==> src/rtl/fetch_sequencer_pkg.sv <==
// Shared definitions for the fetch sequencer: FSM encoding and address-space sizing.
// The ROM depth is derived from DATA_SIZE, the existing top ROM word index.
`ifndef DATA_SIZE
`define DATA_SIZE 65535
`endif

package fetch_sequencer_pkg;

  typedef enum logic [1:0] {
    BOOT   = 2'd0,
    RUN    = 2'd1,
    HALTED = 2'd2
  } fs_state_t;

  localparam int          ADDR_W_DEFAULT    = 16;
  localparam int unsigned MEM_DEPTH_DEFAULT = (`DATA_SIZE) + 1;

endpackage

==> src/rtl/fetch_sequencer.sv <==
// PC / fetch-control stage feeding a registered instruction ROM; tracks which
// address the ROM output holds and presents it to decode with a valid flag.
module fetch_sequencer
    import fetch_sequencer_pkg::*;
#(
    parameter int          ADDR_W    = ADDR_W_DEFAULT,
    parameter int unsigned MEM_DEPTH = MEM_DEPTH_DEFAULT
) (
    input  logic              clk,
    input  logic              reset,
    input  logic              stall,
    input  logic              redirect_valid,
    input  logic [ADDR_W-1:0] redirect_target,
    input  logic              halt,
    output logic [ADDR_W-1:0] imem_addr,
    output logic [ADDR_W-1:0] if_pc,
    output logic              if_valid,
    output logic [15:0]       fetch_count,
    output logic              addr_fault,
    output logic              halted,
    output fs_state_t         state_dbg
);

    // Handshake: decode accepts the word on the ROM output in any RUN cycle
    // where if_valid=1 and stall=0; otherwise the same word is re-read.

    fs_state_t         state;
    logic [ADDR_W-1:0] fetch_pc;
    logic              take_addr;
    logic              halt_take;
    logic              addr_oob;

    always_comb begin
        imem_addr = if_pc;
        take_addr = 1'b0;
        halt_take = 1'b0;
        if (reset) begin
            imem_addr = '0;
        end else begin
            case (state)
                BOOT: imem_addr = '0;
                RUN: begin
                    if (halt && !stall) begin
                        halt_take = 1'b1;
                        imem_addr = if_pc;
                    end else if (redirect_valid) begin
                        imem_addr = redirect_target;
                        take_addr = 1'b1;
                    end else if (stall) begin
                        imem_addr = if_pc;
                    end else begin
                        imem_addr = fetch_pc;
                        take_addr = 1'b1;
                    end
                end
                default: imem_addr = if_pc;
            endcase
        end
    end

    // The offending address is still driven for the faulting cycle.
    assign addr_oob = 32'(imem_addr) >= MEM_DEPTH;

    always_ff @(posedge clk) begin
        if (reset) begin
            state       <= BOOT;
            fetch_pc    <= ADDR_W'(1);
            if_pc       <= '0;
            if_valid    <= 1'b0;
            fetch_count <= '0;
            addr_fault  <= 1'b0;
        end else begin
            case (state)
                BOOT: begin
                    state    <= RUN;
                    if_valid <= 1'b1;
                    if_pc    <= '0;
                    fetch_pc <= ADDR_W'(1);
                end
                RUN: begin
                    if (if_valid && !stall && fetch_count != 16'hFFFF)
                        fetch_count <= fetch_count + 16'd1;
                    if (halt_take) begin
                        state    <= HALTED;
                        if_valid <= 1'b0;
                    end else if (take_addr) begin
                        if (addr_oob) begin
                            addr_fault <= 1'b1;
                            state      <= HALTED;
                            if_valid   <= 1'b0;
                        end else begin
                            if_pc    <= imem_addr;
                            fetch_pc <= imem_addr + ADDR_W'(1);
                        end
                    end
                end
                default: begin
                    state    <= HALTED;
                    if_valid <= 1'b0;
                end
            endcase
        end
    end

    assign halted    = (state == HALTED);
    assign state_dbg = state;

endmodule

==> config.mk <==
export PLATFORM = sky130hd
export DESIGN_NAME = fetch_sequencer
export DESIGN_NICKNAME = d
export VERILOG_FILES = /design/src/rtl/fetch_sequencer_pkg.sv /design/src/rtl/fetch_sequencer.sv
export SDC_FILE = /design/constraint.sdc
export NUM_CORES = 1
export LEC_CHECK = 0
export CAP_MARGIN = 30
export CORE_MARGIN = 1
export CORE_UTILIZATION = 53
export CTS_CLUSTER_SIZE = 12
export DETAILED_ROUTE_END_ITERATION = 10
export HOLD_SLACK_MARGIN = 0.02
export PLACE_DENSITY = 0.85
export SLEW_MARGIN = 20
export SYNTH_ARGS = -nofsm -noshare
export SYNTH_HDL_FRONTEND = slang
export SYNTH_SLANG_ARGS = --single-unit
==> constraint.sdc <==
create_clock -name clk -period 5.9 [get_ports clk]
set_input_delay 0.59 -clock clk [delete_from_list [all_inputs] [get_ports clk]]
set_output_delay 0.59 -clock clk [all_outputs]
set_load 0.02 [all_outputs]
==> results.tsv, run 1 <==
stage	metric	value	unit
route	post-DR wirelength/cell	17.8	um
timing	Worst Max-Slew Pin Slew	0.859	ns
placement	Final HPWL DP	6.07	mm
logic_synthesis	Synth top area share	34.0	%
logic_synthesis	register area share after synthesis	34.0	%
clock_network	Clock Path Buffers	2	
finish	ANT cells	0	
route	drt pass-1 iters	5	
grt	GRT Residual Overflow	0	
grt	first-pass GRT wire length	13.5	mm
clock_network	CTS tree	done	
clock_network	hold buffer count at cts	0	
finish	nets@finish	429	
finish	most frequent cells in the layout	clkdlybuf4s50_1, dfxtp_1, nor2_1	
route	DRC Markers	0	
logic_synthesis	Synth async-reset ratio	0	%
logic_synthesis	Cell Area, Synth	0.00294	mm^2
route	vias	2928	
die	Die H	76.5	um
logic_synthesis	post-synthesis instance total	347	
worst_setup_path	CP max FO	16	
logic_synthesis	FF+latch count, synth	50	
finish	Multi-input gate area	0.00172	mm^2
clock_network	cells resized by post-CTS repair	0	
logic_synthesis	Synth cell types	67	
die	Die X	76.5	um
die	Starting Density	56.2	%
timing	fmax	0.245	GHz
timing	Setup TNS	0	ns
worst_setup_path	startpoint types	primary input	
timing	Slew headroom	42.6	%
worst_setup_path	crit-path max cell delay	0.74	ns
grt	Global Route Usage Sum	29.3	%
worst_setup_path	Buf/Inv on CP	2	
worst_setup_path	cell repeated most along the worst path	clkdlybuf4s50_1	
die	Die Area	0.00586	mm^2
clock_network	Clk Latency, worst-skew pair	0.31	ns
finish	Finished Cell Area	0.00372	mm^2
power	VDD IR max	0.146	mV
logic_synthesis	Primary FF master, synth	dfxtp_1	
logic_synthesis	largest area contributor in the netlist	dfxtp_1	
worst_setup_path	crit path kind	in2out	
route	initial DRC count	329	
worst_setup_path	worst path required time	5.31	ns
worst_setup_path	CP max-delay cell	clkdlybuf4s50_1	
min_path	Hold Path Class	reg2reg	
route	Vias per Instance	6.14	
route	wirelength, routed	8.47	mm
finish	layout cells sized above 1	8.11	%
placement	IO buf count	72	
route	post-detailed-route count of antenna-violating nets	0	
timing	final slew viol count	0	
finish	P&R area growth vs syn	26.3	%
placement	DP Area	0.00361	mm^2
run	max cap viols	0	
worst_setup_path	CP Capture Type	primary output	
logic_synthesis	Post-synth EDFFs	0	
die	Core Region	0.00524	mm^2
power	LEAKAGE	1.37	nW
clock_network	Root Driver	clkbuf_8	
timing	Final Critical Period	4.09	ns
grt	initial antenna violation count	0	
worst_setup_path	crit path DAT	3.50	ns
placement	placer's final routability congestion estimate	0.932	
worst_setup_path	critical path, cell by cell	clkdlybuf4s50_1 > nor2b_2 > nor3_4 > o21ai_0 > nor3_1 > clkdlybuf4s50_1	
timing	Tcrit/Tclk final	69.3	%
clock_network	clk sinks	50	
timing	Worst Skew	0.00309	ns
die	number of I/O pins	74	
grt	vias in the first global route	2702	
logic_synthesis	Avg Cell Area, Syn	8.48	um^2
worst_setup_path	family with the most delay on the worst path	buffers and inverters	
timing	RSZ-0062 raised after global routing	no	
finish	commonest non-fill, non-tap cell in the layout	clkdlybuf4s50_1	
timing	final setup violation count	0	
die	Row Count	26	
run_status	status	completed	
clock_network	H-tree depth	2	
logic_synthesis	Yosys warnings	0	
clock_network	clk slew on worst S/H paths	0.09	ns
logic_synthesis	largest cells by area after synthesis	dfxtp_1, nor2_1, nand2_1	
grt	largest net degree at the start of global routing	41	
clock_network	total CTS buffers	5	
finish	Seq. cell area	0.00100	mm^2
clock_network	# Post-CTS Setup Buffers	0	
finish	fillers	434	
power	power per standard cell area	212	mW/mm^2
timing	Fin. Hold Viols	0	
logic_synthesis	Syn Nets	370	
==> power by group <==
| group | leakage [nW] | internal [W] | switching [W] |
|---|---|---|---|
| registers | 0.406 | 0.000349 | 0.0000145 |
| logic | 0.909 | 0.0000762 | 0.000106 |
| clock network | 0.0579 | 0.000125 | 0.000119 |
==> sequential cells by signal, summed over array words and instances (netlist names) <==
signal	flops
fetch_pc	16
state_dbg	2
if_pc	16
fetch_count	16
==> synthesized netlist by cell type (5+ instances only) <==
master and count:
nand3_1 10, nor2_1 44, nand3b_1 5, nor3_1 13, dfxtp_1 50, xor2_1 8
mux2i_1 7, nor4_1 5, o21ai_0 16, nand2_1 26, buf_6 8, a21oi_1 13
clkbuf_1 9, inv_1 17, or4_1 5, o21ai_1 6, xnor2_1 11, o311a_1 5
nand4_1 8
==> per-layer routing <==
metal	GRT usage [%]	wire length, um	share of wire [%]	up-vias
met1	38.2	3560	42	1354
met2	47.0	4000	47	169
met5	0	0	0	-
met3	6.11	693	8.2	24
met4	11.5	213	2.5	0
li1	-	-	-	1381
==> area by class of cell <==
type | count | area share, %
inverters | 17 | 1.72
multi-input cells | 257 | 46.1
repair buffers | 75 | 20.0
flip-flops and latches | 50 | 26.9
clock inverters | 3 | 1.08
clock buffers | 5 | 1.85
well taps | 70 | 2.35
==> tightest hold or removal path, cell delays in order (launching register included) <==
cell and delay [ns]:
dfxtp_1 0.33, nand2_1 0.05, o21ai_1 0.05
==> through the flow <==
stage	power [W]	setup WS (ns)	hold WS, ns	util [%]	std cells
6_report	0.000790	1.81	0.458	71.0	477
5_1_grt	0.000822	1.68	0.477	71.0	477
4_1_cts	0.000790	1.86	0.449	71.0	477
3_5_place_dp	0.000550	1.86	0.436	68.9	469
3_3_place_gp	0.000546	1.95	0.429	68.9	469
2_1_floorplan	0.000485	2.69	0.420	-	347
==> path summary, 6_finish.rpt <==
kind,cells after the start,slack (ns),endpoint,from
hold reg to reg,2,0.46,fetch_pc[14]$_SDFFE_PP0P_,fetch_pc[14]$_SDFFE_PP0P_
setup / recovery,6,1.81,imem_addr[6],stall
setup reg to reg,11,2.59,fetch_pc[14]$_SDFFE_PP0P_,state_dbg[1]$_SDFFE_PP0P_
hold / removal,2,0.46,fetch_pc[14]$_SDFFE_PP0P_,fetch_pc[14]$_SDFFE_PP0P_
==> cells by family after synthesis <==
family	count (synthesis)	share of synthesized area [%]
flops	50	34.0
xor+xnor	19	5.65
buf+inv	40	7.73
compound gates	78	19.4
other cells	1	0.127
mux	7	2.38
simple gates	150	29.8
fa+ha+maj	2	0.850
Power figures use the tool's default switching activity.
==> run 2, diff against run 1 <==
- CORE_UTILIZATION: 53 -> 45
- PLACE_DENSITY: 0.85 -> 0.77
- clock period: 5.9 -> 3.4 ns (I/O delays scaled with it)
==> results.tsv, run 2 (synthesized netlist as in run 1, its figures left out) <==
stage	metric	value	unit	change
run_status	status	completed		
timing	Fin. Hold Viols	0		unchanged
grt	largest net degree at the start of global routing	41		unchanged
clock_network	hold buffer count at cts	0		unchanged
clock_network	Clk Latency, worst-skew pair	0.32	ns	about the same
power	Cell Int Power	0.000919	W	+67%
finish	fin util	61.8	%	-9.2 points
route	vias	2996		+2.3%
clock_network	cells resized by post-CTS repair	0		unchanged
timing	Final Critical Period	3.21	ns	
worst_setup_path	CP Capture Type	primary output		
power	Sw Pwr	0.000449	W	+87%
min_path	Hold Path Class	reg2reg		
power	Comb pwr share	25.8	%	+2.7 points
die	Starting Density	46.4	%	-9.8 points
timing	Worst Max-Slew Pin Slew	0.590	ns	-0.270 ns
grt	GRT Residual Overflow	0		unchanged
timing	Tcrit/Tclk final	94.3	%	
placement	Final HPWL DP	6.36	mm	+4.7%
grt	vias in the first global route	2816		+4.2%
worst_setup_path	R2R Setup Slk	0.53	ns	-2.06 ns
clock_network	Root Driver	clkbuf_8		
route	post-detailed-route count of antenna-violating nets	0		unchanged
timing	RSZ-0062 raised after global routing	no		
finish	layout cells sized above 1	13.2	%	+5.1 points
power	Total Power	0.00137	W	+73%
route	met2 routed wirelength	4.11	mm	+2.7%
power	VDD IR max	0.206	mV	+41%
timing	fmax	0.312	GHz	
placement	placer's final routability congestion estimate	0.934		+0.15%
clock_network	# Post-CTS Setup Buffers	0		unchanged
route	post-DR wirelength/cell	16.9	um	-4.8%
route	WL met1	3.69	mm	+3.7%
power	register share of total power	45.8	%	-0.3 points
finish	fillers	546		+26%
placement	IO buf count	72		unchanged
worst_setup_path	worst path required time	3.06	ns	-2.25 ns
die	Die H	82.9	um	+8.3%
power	switch share	32.8	%	+2.5 points
finish	Seq. cell area	0.00100	mm^2	unchanged
finish	Largest regs	fetch_count x16, fetch_pc x16, if_pc x16		
die	Core Region	0.00635	mm^2	+21%
grt	first-pass GRT wire length	14.3	mm	+6.1%
timing	final slew viol count	0		unchanged
route	met3 routed wirelength	604	um	-13%
finish	P&R area growth vs syn	33.2	%	
route	wirelength, routed	8.58	mm	+1.3%
finish	commonest non-fill, non-tap cell in the layout	clkdlybuf4s50_1		
finish	Multi-input gate area	0.00172	mm^2	unchanged
clock_network	H-tree depth	2		unchanged
die	Die Area	0.00687	mm^2	+17%
grt	Global Route Usage Sum	25.6	%	-3.7 points
grt	initial antenna violation count	0		unchanged
clock_network	CTS tree	done		
power	LEAKAGE	1.49	nW	+8.5%
route	DRC Markers	0		unchanged
die	number of I/O pins	74		unchanged
clock_network	total CTS buffers	5		unchanged
worst_setup_path	CP max FO	14		-2
power	Clock power frac	28.3	%	-2.6 points
timing	Worst Skew	0.0167	ns	+0.0136 ns
route	Vias per Instance	5.90		-3.9%
clock_network	clk sinks	50		unchanged
finish	ANT cells	0		unchanged
timing	final setup violation count	0		unchanged
worst_setup_path	crit path kind	in2out		
worst_setup_path	crit path DAT	2.87	ns	-0.63 ns
run	max cap viols	0		unchanged
clock_network	Clock Path Buffers	2		unchanged
route	drt pass-1 iters	5		unchanged
finish	nets@finish	453		+5.6%
route	initial DRC count	233		-29%
timing	Setup TNS	0	ns	unchanged
finish	most frequent cells in the layout	clkdlybuf4s50_1, dfxtp_1, nor2_1		
power	power per standard cell area	349	mW/mm^2	+64%
die	Row Count	29		+12%
timing	Slew headroom	60.3	%	+18 points
worst_setup_path	startpoint types	primary input		
die	Die X	82.9	um	+8.3%
clock_network	clk slew on worst S/H paths	0.10	ns	about the same
route	Max Used Layer	met4		
## run 2: final timing paths
kind                             startpoint                        end  depth (start not counted)
setup / recovery             redirect_valid              imem_addr[15]                          6
hold / removal     fetch_pc[6]$_SDFFE_PP0P_   fetch_pc[6]$_SDFFE_PP0P_                          2
setup reg to reg  state_dbg[1]$_SDFFE_PP0P_  fetch_pc[12]$_SDFFE_PP0P_                         10
hold reg to reg    fetch_pc[6]$_SDFFE_PP0P_   fetch_pc[6]$_SDFFE_PP0P_                          2
## run 2: through the flow
step	hold WS [ns]	cell area (um^2)	instances	worst slack (ns)
after floorplan	0.420	2940	347	0.246
after global placement	0.432	3820	500	0.169
after detailed placement	0.439	3820	500	0.129
after CTS	0.453	3920	508	0.221
after global routing	0.475	3920	508	0.0452
final	0.453	3920	508	0.192
## run 2: power by group through the flow
stage               clock (W)  combinational (W)  sequential [W]
floorplan                   0           0.000192        0.000650
global placement            0           0.000347        0.000639
detailed placement          0           0.000350        0.000639
CTS                  0.000389           0.000352        0.000626
global route         0.000417           0.000379        0.000630
finish               0.000387           0.000353        0.000627
## run 2: per-layer routing
| layer | GRT usage, % | vias up |
|---|---|---|
| met5 | 0 | - |
| met4 | 9.09 | 0 |
| met3 | 5.27 | 18 |
| met2 | 41.3 | 141 |
| met1 | 33.8 | 1407 |
| li1 | - | 1430 |
## run 2: worst max-delay path: stages
cell and delay [ns]:
clkdlybuf4s50_1 0.64, or3_2 0.69, o21a_1 0.24, o2111a_1 0.18
nand3b_1 0.21, clkdlybuf4s50_1 0.57
## run 2: final cells by class
class                   instances  share of cell area (%)
well taps                      77                    2.46
flip-flops and latches         50                    25.5
multi-input cells             257                    43.7
inverters                      17                    1.63
repair buffers                 99                    24.2
clock inverters                 3                   0.734
clock buffers                   5                    1.75
==> run 3, diff against run 2 <==
- ABC_AREA: default -> 0
==> results of run 3 <==
The final DEF is identical to that of run 2; final timing and power are the same.
